===== config.mk =====
export PLATFORM = sky130hd
export DESIGN_NAME = sram_req_arbiter
export DESIGN_NICKNAME = d
export VERILOG_FILES = /design/src/rtl/sram_req_arbiter.sv
export SDC_FILE = /design/constraint.sdc
export NUM_CORES = 1
export LEC_CHECK = 0
export CAP_MARGIN = 30
export CORE_AREA = 2 2 124 126
export CTS_CLUSTER_SIZE = 14
export DETAILED_ROUTE_END_ITERATION = 10
export DIE_AREA = 0 0 126 128
export PLACE_DENSITY_LB_ADDON = 0.12
export SYNTH_ARGS = -nofsm -noshare
export SYNTH_HDL_FRONTEND = slang
export SYNTH_SLANG_ARGS = --single-unit
export TNS_END_PERCENT = 10

===== constraint.sdc =====
create_clock -name clk -period 1.9 [get_ports clk]
set_input_delay 0.38 -clock clk [delete_from_list [all_inputs] [get_ports clk]]
set_output_delay 0.38 -clock clk [all_outputs]
set_load 0.01 [all_outputs]

===== src/rtl/sram_req_arbiter.sv =====
// Arbitrates the inst and data requesters onto one SRAM-like port and steers
// in-order responses back through an ID FIFO of accepted-but-unreturned requests.
module sram_req_arbiter #(
  parameter int OUTSTANDING  = 2,
  parameter int STARVE_LIMIT = 4
) (
  input  logic        clk,
  input  logic        reset,
  input  logic        inst_req,
  input  logic        inst_wr,
  input  logic [1:0]  inst_size,
  input  logic [31:0] inst_addr,
  input  logic [3:0]  inst_wstrb,
  input  logic [31:0] inst_wdata,
  output logic        inst_addr_ok,
  output logic        inst_data_ok,
  output logic [31:0] inst_rdata,
  input  logic        data_req,
  input  logic        data_wr,
  input  logic [1:0]  data_size,
  input  logic [31:0] data_addr,
  input  logic [3:0]  data_wstrb,
  input  logic [31:0] data_wdata,
  output logic        data_addr_ok,
  output logic        data_data_ok,
  output logic [31:0] data_rdata,
  output logic        mem_req,
  output logic        mem_wr,
  output logic [1:0]  mem_size,
  output logic [31:0] mem_addr,
  output logic [3:0]  mem_wstrb,
  output logic [31:0] mem_wdata,
  input  logic        mem_addr_ok,
  input  logic        mem_data_ok,
  input  logic [31:0] mem_rdata,
  output logic        err_unexp_rsp
);

  localparam int PTR_W = (OUTSTANDING > 1) ? $clog2(OUTSTANDING) : 1;
  localparam int CNT_W = $clog2(OUTSTANDING + 1);
  localparam int STV_W = $clog2(STARVE_LIMIT + 1);
  localparam logic [CNT_W-1:0] CNT_FULL   = CNT_W'(OUTSTANDING);
  localparam logic [PTR_W-1:0] PTR_LAST   = PTR_W'(OUTSTANDING - 1);
  localparam logic [STV_W-1:0] STARVE_MAX = STV_W'(STARVE_LIMIT);
  localparam logic ID_INST = 1'b0;
  localparam logic ID_DATA = 1'b1;

  logic                   lock_q, lock_d;
  logic                   locked_id_q, locked_id_d;
  logic [STV_W-1:0]       starve_cnt_q, starve_cnt_d;
  logic [PTR_W-1:0]       wr_ptr_q, wr_ptr_d;
  logic [PTR_W-1:0]       rd_ptr_q, rd_ptr_d;
  logic [CNT_W-1:0]       count_q, count_d;
  logic [OUTSTANDING-1:0] id_mem_q, id_mem_d;
  logic                   err_q, err_d;

  logic grant_vld, grant_id, granted_req, handshake;
  logic fifo_empty, push, pop, head_id;

  function automatic logic [PTR_W-1:0] ptr_inc(input logic [PTR_W-1:0] p);
    return (p == PTR_LAST) ? '0 : p + PTR_W'(1);
  endfunction

  // A held lock wins over everything; the starvation override only applies otherwise.
  always_comb begin
    grant_vld = 1'b0;
    grant_id  = ID_INST;
    if (lock_q) begin
      grant_vld = 1'b1;
      grant_id  = locked_id_q;
    end else if (starve_cnt_q == STARVE_MAX && inst_req) begin
      grant_vld = 1'b1;
      grant_id  = ID_INST;
    end else if (data_req) begin
      grant_vld = 1'b1;
      grant_id  = ID_DATA;
    end else if (inst_req) begin
      grant_vld = 1'b1;
      grant_id  = ID_INST;
    end
  end

  assign granted_req = grant_vld && ((grant_id == ID_DATA) ? data_req : inst_req);
  assign mem_req     = granted_req && (count_q != CNT_FULL);
  assign handshake   = mem_req && mem_addr_ok;

  always_comb begin
    mem_wr    = 1'b0;
    mem_size  = 2'd0;
    mem_addr  = 32'd0;
    mem_wstrb = 4'd0;
    mem_wdata = 32'd0;
    if (grant_vld && grant_id == ID_DATA) begin
      mem_wr    = data_wr;
      mem_size  = data_size;
      mem_addr  = data_addr;
      mem_wstrb = data_wstrb;
      mem_wdata = data_wdata;
    end else if (grant_vld) begin
      mem_wr    = inst_wr;
      mem_size  = inst_size;
      mem_addr  = inst_addr;
      mem_wstrb = inst_wstrb;
      mem_wdata = inst_wdata;
    end
  end

  assign inst_addr_ok = handshake && (grant_id == ID_INST);
  assign data_addr_ok = handshake && (grant_id == ID_DATA);

  assign fifo_empty = (count_q == '0);
  assign push       = handshake;
  assign pop        = mem_data_ok && !fifo_empty;
  assign head_id    = id_mem_q[rd_ptr_q];

  assign inst_data_ok  = pop && (head_id == ID_INST);
  assign data_data_ok  = pop && (head_id == ID_DATA);
  assign inst_rdata    = mem_rdata;
  assign data_rdata    = mem_rdata;
  assign err_unexp_rsp = err_q;

  genvar gi;
  generate
    for (gi = 0; gi < OUTSTANDING; gi++) begin : g_id_mem
      assign id_mem_d[gi] = (push && wr_ptr_q == PTR_W'(gi)) ? grant_id : id_mem_q[gi];
    end
  endgenerate

  always_comb begin
    lock_d       = lock_q;
    locked_id_d  = locked_id_q;
    starve_cnt_d = starve_cnt_q;
    wr_ptr_d     = push ? ptr_inc(wr_ptr_q) : wr_ptr_q;
    rd_ptr_d     = pop  ? ptr_inc(rd_ptr_q) : rd_ptr_q;
    count_d      = count_q;
    err_d        = err_q || (mem_data_ok && fifo_empty);

    if (handshake) begin
      lock_d = 1'b0;
    end else if (mem_req) begin
      lock_d      = 1'b1;
      locked_id_d = grant_id;
    end

    case ({push, pop})
      2'b10:   count_d = count_q + CNT_W'(1);
      2'b01:   count_d = count_q - CNT_W'(1);
      default: count_d = count_q;
    endcase

    // Only a lost handshake counts as a starvation cycle; idle memory does not.
    if (!inst_req) begin
      starve_cnt_d = '0;
    end else if (handshake && grant_id == ID_INST) begin
      starve_cnt_d = '0;
    end else if (handshake && starve_cnt_q != STARVE_MAX) begin
      starve_cnt_d = starve_cnt_q + STV_W'(1);
    end
  end

  always_ff @(posedge clk) begin
    if (reset) begin
      lock_q       <= 1'b0;
      locked_id_q  <= ID_INST;
      starve_cnt_q <= '0;
      wr_ptr_q     <= '0;
      rd_ptr_q     <= '0;
      count_q      <= '0;
      id_mem_q     <= '0;
      err_q        <= 1'b0;
    end else begin
      lock_q       <= lock_d;
      locked_id_q  <= locked_id_d;
      starve_cnt_q <= starve_cnt_d;
      wr_ptr_q     <= wr_ptr_d;
      rd_ptr_q     <= rd_ptr_d;
      count_q      <= count_d;
      id_mem_q     <= id_mem_d;
      err_q        <= err_d;
    end
  end

endmodule


-- Word level (Yosys, flattened, before mapping)
Index checks and enable logic that the tools add are counted.
- register bits: 12
- bits of input ports: 180
- logic and storage cells: 69
- add/sub/neg operators: 5
- bitwise operators: 5
- reduce and logical (&&, ||, !) cells: 21
- equal/unequal tests: 5
- multiplexer cells: 23
- magnitude comparators: 1
- operators with widths (kind ; number):
    two-way mux 32 bit ; 4
    logical AND 1 bit ; 14
    two-way mux 1 bit ; 14
    two-way mux 4 bit ; 2
    NOT 1 bit ; 5
    two-way mux 2 bit ; 2
    case mux 2 bit (2 select lines) ; 1
    adder 3 x 1 -> 3 bit (second input constant) ; 1
    == test 3 bit (second input constant) ; 1
    inequality test 3 bit (second input constant) ; 1
    OR reduction 3 bit ; 1
    adder 1 bit (second input constant) ; 2
    adder 2 x 1 -> 2 bit (second input constant) ; 1
    == test 2 x 1 -> 1 bit (second input constant) ; 1
    == test 2 bit (second input constant) ; 1
    zero test 2 bit ; 1
    < comparator 1 x 2 -> 1 bit (second input constant) ; 1
    inequality test 2 bit (second input constant) ; 1
    AND reduction 2 bit ; 1
    nonzero test 2 bit ; 1
    OR reduction 2 bit ; 1
    subtractor 2 x 1 -> 2 bit (second input constant) ; 1
    zero test 1 bit ; 1
    logical OR 1 bit ; 1

-- Logic depth before layout (Yosys ltp)
- depth after elaboration: 10
- depth in mapped cells: 8
- mapped depth without buffers: 7

-- Least setup slack after synthesis
No wires, ideal clock.
- kind: reg-to-output
- from: register starve_cnt_q[0]
- to: output mem_wdata[24]
- slack: -0.150 ns
- cell stages (with the launch flop): 8
- data arrival time: 1.670 ns
- cell sequence: dfxtp_1 inv_1 ha_1 and3_1 o21ai_2 clkbuf_1 nand2_1 a21oi_1
- word-level cells in the longest chain between the ends: 6
- elaborated cells between the ends (all ways): 9
- classes of those cells: 1 x eq/ne; 6 x mux; 2 x reduce/logical
- ends and longest elaborated chain (item ; line ; source):
    start, declared ; 50 ; logic [STV_W-1:0] starve_cnt_q, starve_cnt_d;
    start signal, assigned ; 174 ; starve_cnt_q <= starve_cnt_d;
    == test 3 bit (*) ; 71 ; end else if (starve_cnt_q == STARVE_MAX && inst_req) begin
    logical AND 1 bit (*) ; 71 ;
    two-way mux 1 bit ; 71 ;
    two-way mux 1 bit ; 68 ; if (lock_q) begin
    two-way mux 32 bit / logical AND 1 bit (equally long branches) ; 99, 93 ;
    two-way mux 32 bit (*) ; 93 ; if (grant_vld && grant_id == ID_DATA) begin
    end, declared ; 32 ; output logic [31:0] mem_wdata,
Mark *: on every way between the ends. The rest lies on a longest branch, timed or not.

-- Worst setup path in the final report
- from: register starve_cnt_q[1]
- to: output mem_addr[25]
- word-level cells in the longest chain between the ends: 6
- elaborated cells between the ends (all ways): 9
- classes of those cells: 1 x eq/ne; 6 x mux; 2 x reduce/logical
- ends and longest elaborated chain (item ; line ; source):
    == test 3 bit (*) ; 71 ;
    logical AND 1 bit (*) ; 71 ;
    two-way mux 1 bit ; 71 ;
    two-way mux 1 bit ; 68 ;
    two-way mux 32 bit / logical AND 1 bit (equally long branches) ; 99, 93 ;
    two-way mux 32 bit (*) ; 93 ;
    end, declared ; 30 ; output logic [31:0] mem_addr,
Marks and branches as above.

==> flow_metrics.env <==
export IMPL_status="finished with violations"
export IMPL_violations="setup timing"
export IMPL_start_util_pct=14.3
export IMPL_area_growth_syn_to_layout_pct=130
export IMPL_grt_antenna_before_repair=0
export IMPL_cts_htree_levels=1
export IMPL_drt_iter0_drc=106
export IMPL_skew_ps=4.05
export IMPL_post_drt_wl_per_cell_um=16.0
export IMPL_synth_top_area_share_pct=25.2
export IMPL_worst_hold_slack_ps=484
export IMPL_route_detailed_drc=0
export IMPL_nets=760
export IMPL_seqPwrFrac_pct=10.8
export IMPL_synth_top_area_cell="nand2_1"
export IMPL_dp_cells=737
export IMPL_die_height_um=128
export IMPL_cts_buffer_depth=2
export IMPL_start_kind="flop"
export IMPL_intPower_mw=1.89
export IMPL_final_common_cell="clkdlybuf4s50_1"
export IMPL_drt_pass1_iterations=4
export IMPL_fin_crit_ps=2230
export IMPL_crit_required_ps=1520
export IMPL_syn_inst=372
export IMPL_ys_seq_area_share_pct=11.3
export IMPL_cts_tree="done"
export IMPL_maxCapViolations=0
export IMPL_p_switching_mw=1.23
export IMPL_worstMarginPinSlew_ps=289
export IMPL_crit_chain="inv_2 -> ha_4 -> and3_4 -> o21ai_4 -> buf_8 -> buf_12 -> buf_16 -> nand2_1 -> a21oi_1 -> buf_2"
export IMPL_crit_arrival_ps=1850
export IMPL_final_cell_count_no_fill=763
export IMPL_drive_gt1_share_pct=38.3
export IMPL_row_count=45
export IMPL_powerDensity_nw_per_um2=637
export IMPL_synth_fp_nets=555
export IMPL_setup_viol=76
export IMPL_io_buffers=224
export IMPL_peakVddDrop_mv=0.306
export IMPL_yosysUniqueCellTypes=35
export IMPL_max_freq_mhz=449
export IMPL_worst_slack_ps=-327
export IMPL_r2r_cells=8
export IMPL_clk_pin_slew_worst_paths_ps=40
export IMPL_yosys_warnings=0
export IMPL_p_clk_share_pct=12.1
export IMPL_whs_path_depth=2
export IMPL_rsz0062_at_grt="true"
export IMPL_dieArea_um2=16100
export IMPL_multi_input_area_um2=1550
export IMPL_grt_overflow=0
export IMPL_finalHoldViolations=0
export IMPL_grtUsageTotal_pct=13.6
export IMPL_most_common_layout_cells="clkdlybuf4s50_1, nand2_1, buf_2"
export IMPL_grt_pass1_vias=3122
export IMPL_slew_viol_final=0
export IMPL_pwr_share_comb_pct=77.1
export IMPL_worst_setup_path_type="reg2out"
export IMPL_worst_setup_path_end_kind="primary output"
export IMPL_yosys_top_cells_area="nand2_1, buf_4, a21oi_1, dfxtp_1, clkbuf_1"
export IMPL_numClockSinks=12
export IMPL_seqCellArea_um2=243
export IMPL_ant_nets=0
export IMPL_netlist_area_um2=2130
export IMPL_min_period_over_period_pct=117
export IMPL_ys_ff_latch=12
export IMPL_antenna_cells=0
export IMPL_hpwl_mm=8.76
export IMPL_syn_area_per_cell_um2=5.72
export IMPL_cts_root_buf="clkbuf_16"
export IMPL_postRouteWirelength_mm=12.2
export IMPL_slowest_delay_ps=330
export IMPL_p_leak_nw=2.13
export IMPL_swShare_pct=39.3
export IMPL_slowest_stage="dfxtp_2"
export IMPL_cts_buffers=3
export IMPL_num_vias=3169
export IMPL_worstSkewPairLatency_ps=240
export IMPL_hp_class="reg2reg"
export IMPL_path_max_fanout=7
export IMPL_grt_pass1_wl_mm=17.4
export IMPL_io_pins=321
export IMPL_slew_headroom_pct=80.5
export IMPL_filler_cell_count=1648
export IMPL_gp_congestion=0.772
export IMPL_die_x_um=126
export IMPL_fp_coreArea_um2=14900
export IMPL_grt_start_max_net_pins=19
export IMPL_vias_per_cell=4.15
[critical path, delay by kind of cell, from the launching register on]
family | cells | cell delay, ps
adder cells (fa/ha/maj) | 1 | 150
buffers and inverters | 5 | 610
AO/OA/AOI/OAI | 2 | 270
flip-flops | 1 | 330
AND/OR/NAND/NOR | 2 | 240
[cell type report]
cell class	count	area share (%)
Timing Repair Buffer	288	56.5
Multi-Input combinational cell	267	31.7
Sequential cell	12	4.95
Tap cell	188	4.80
Clock buffer	3	1.53
Inverter	5	0.536
[flip-flops by register name (all words and copies together), names as in the netlist]
| name | cells |
|---|---|
| starve_cnt_q | 3 |
| locked_id_q | 1 |
| lock_q | 1 |
| err_unexp_rsp | 1 |
| id_mem_q | 2 |
| count_q | 2 |
| wr_ptr_q | 1 |
| rd_ptr_q | 1 |
[power groups by stage]
stage,Sequential [mW],Clock [mW],Combinational (mW)
global route,0.346,0.394,2.60
CTS,0.337,0.386,2.36
floorplan,0.346,0,0.988
finish,0.338,0.377,2.41
global placement,0.339,0,2.13
detailed placement,0.341,0,2.13
[synthesized netlist by cell type]
| library cell | n |
|---|---|
| inv_8 | 1 |
| buf_6 | 1 |
| a21o_1 | 1 |
| inv_1 | 4 |
| o21ai_2 | 1 |
| o211ai_1 | 1 |
| o21a_1 | 1 |
| xnor2_1 | 2 |
| mux2_2 | 2 |
| a211oi_1 | 1 |
| buf_4 | 64 |
| nor2_1 | 9 |
| xor2_1 | 2 |
| a21boi_2 | 1 |
| o2111a_1 | 1 |
| buf_1 | 1 |
| nand4_1 | 1 |
| or3b_1 | 1 |
| a22o_1 | 1 |
| nor2b_1 | 1 |
| a2111oi_4 | 1 |
| or3_1 | 3 |
| nand2_1 | 143 |
| ha_1 | 3 |
| and2_1 | 1 |
| a311oi_1 | 1 |
| and3_1 | 1 |
| nor3_1 | 2 |
| mux2i_1 | 1 |
| a21oi_1 | 78 |
| o21ai_0 | 4 |
| buf_2 | 8 |
| clkbuf_1 | 14 |
| nand2b_1 | 3 |
| dfxtp_1 | 12 |
[logic make-up (layout without fill, tap and decap cells)]
logic type | count (synthesis) | count (layout) | share of synthesized area [%]
compound gates | 92 | 92 | 24.3
xor+xnor | 4 | 4 | 1.65
fa+ha+maj | 3 | 3 | 1.76
buf+inv | 93 | 296 | 28.9
flops | 12 | 12 | 11.3
mux | 3 | 3 | 1.53
simple gates | 165 | 165 | 30.6
[metrics by stage]
step / util [%] / power, mW / setup WS, ps / TNS, ps / cell area, um2
after floorplan: - / 1.33 / -37.0 / -2340 / 2190
after detailed placement: 30.0 / 2.47 / -875 / -62230 / 4460
after global routing: 33.0 / 3.34 / -396 / -25220 / 4900
after global placement: 30.0 / 2.47 / -894 / -62440 / 4460
final: 33.0 / 3.12 / -327 / -19030 / 4900
after CTS: 32.1 / 3.08 / -371 / -22930 / 4770
[metal layers]
metal  wire length (um)  global-route usage (%)
met1               4620                    15.5
met2               6370                    25.4
met3                947                    3.42
met4                233                    3.62
met5                  0                       0
[worst paths after layout]
kind,slack [ps],start,end
worst max register to register,-150,lock_q,count_q[1]
worst max-delay path,-330,starve_cnt_q[1],mem_addr[25]
worst min register to register,480,err_unexp_rsp,err_unexp_rsp
worst min-delay path,480,err_unexp_rsp,err_unexp_rsp
[repair_timing]
item | 4_1_cts | 5_1_grt
hold buffers | 0 | 0
gates cloned | 9 | 0
pin swaps | 58 | 23
buffers inserted | 15 | 1
gates resized for setup | 351 | 41
setup endpoints to repair | 81 | 78
No activity file was read; power rests on OpenSTA's default activity.
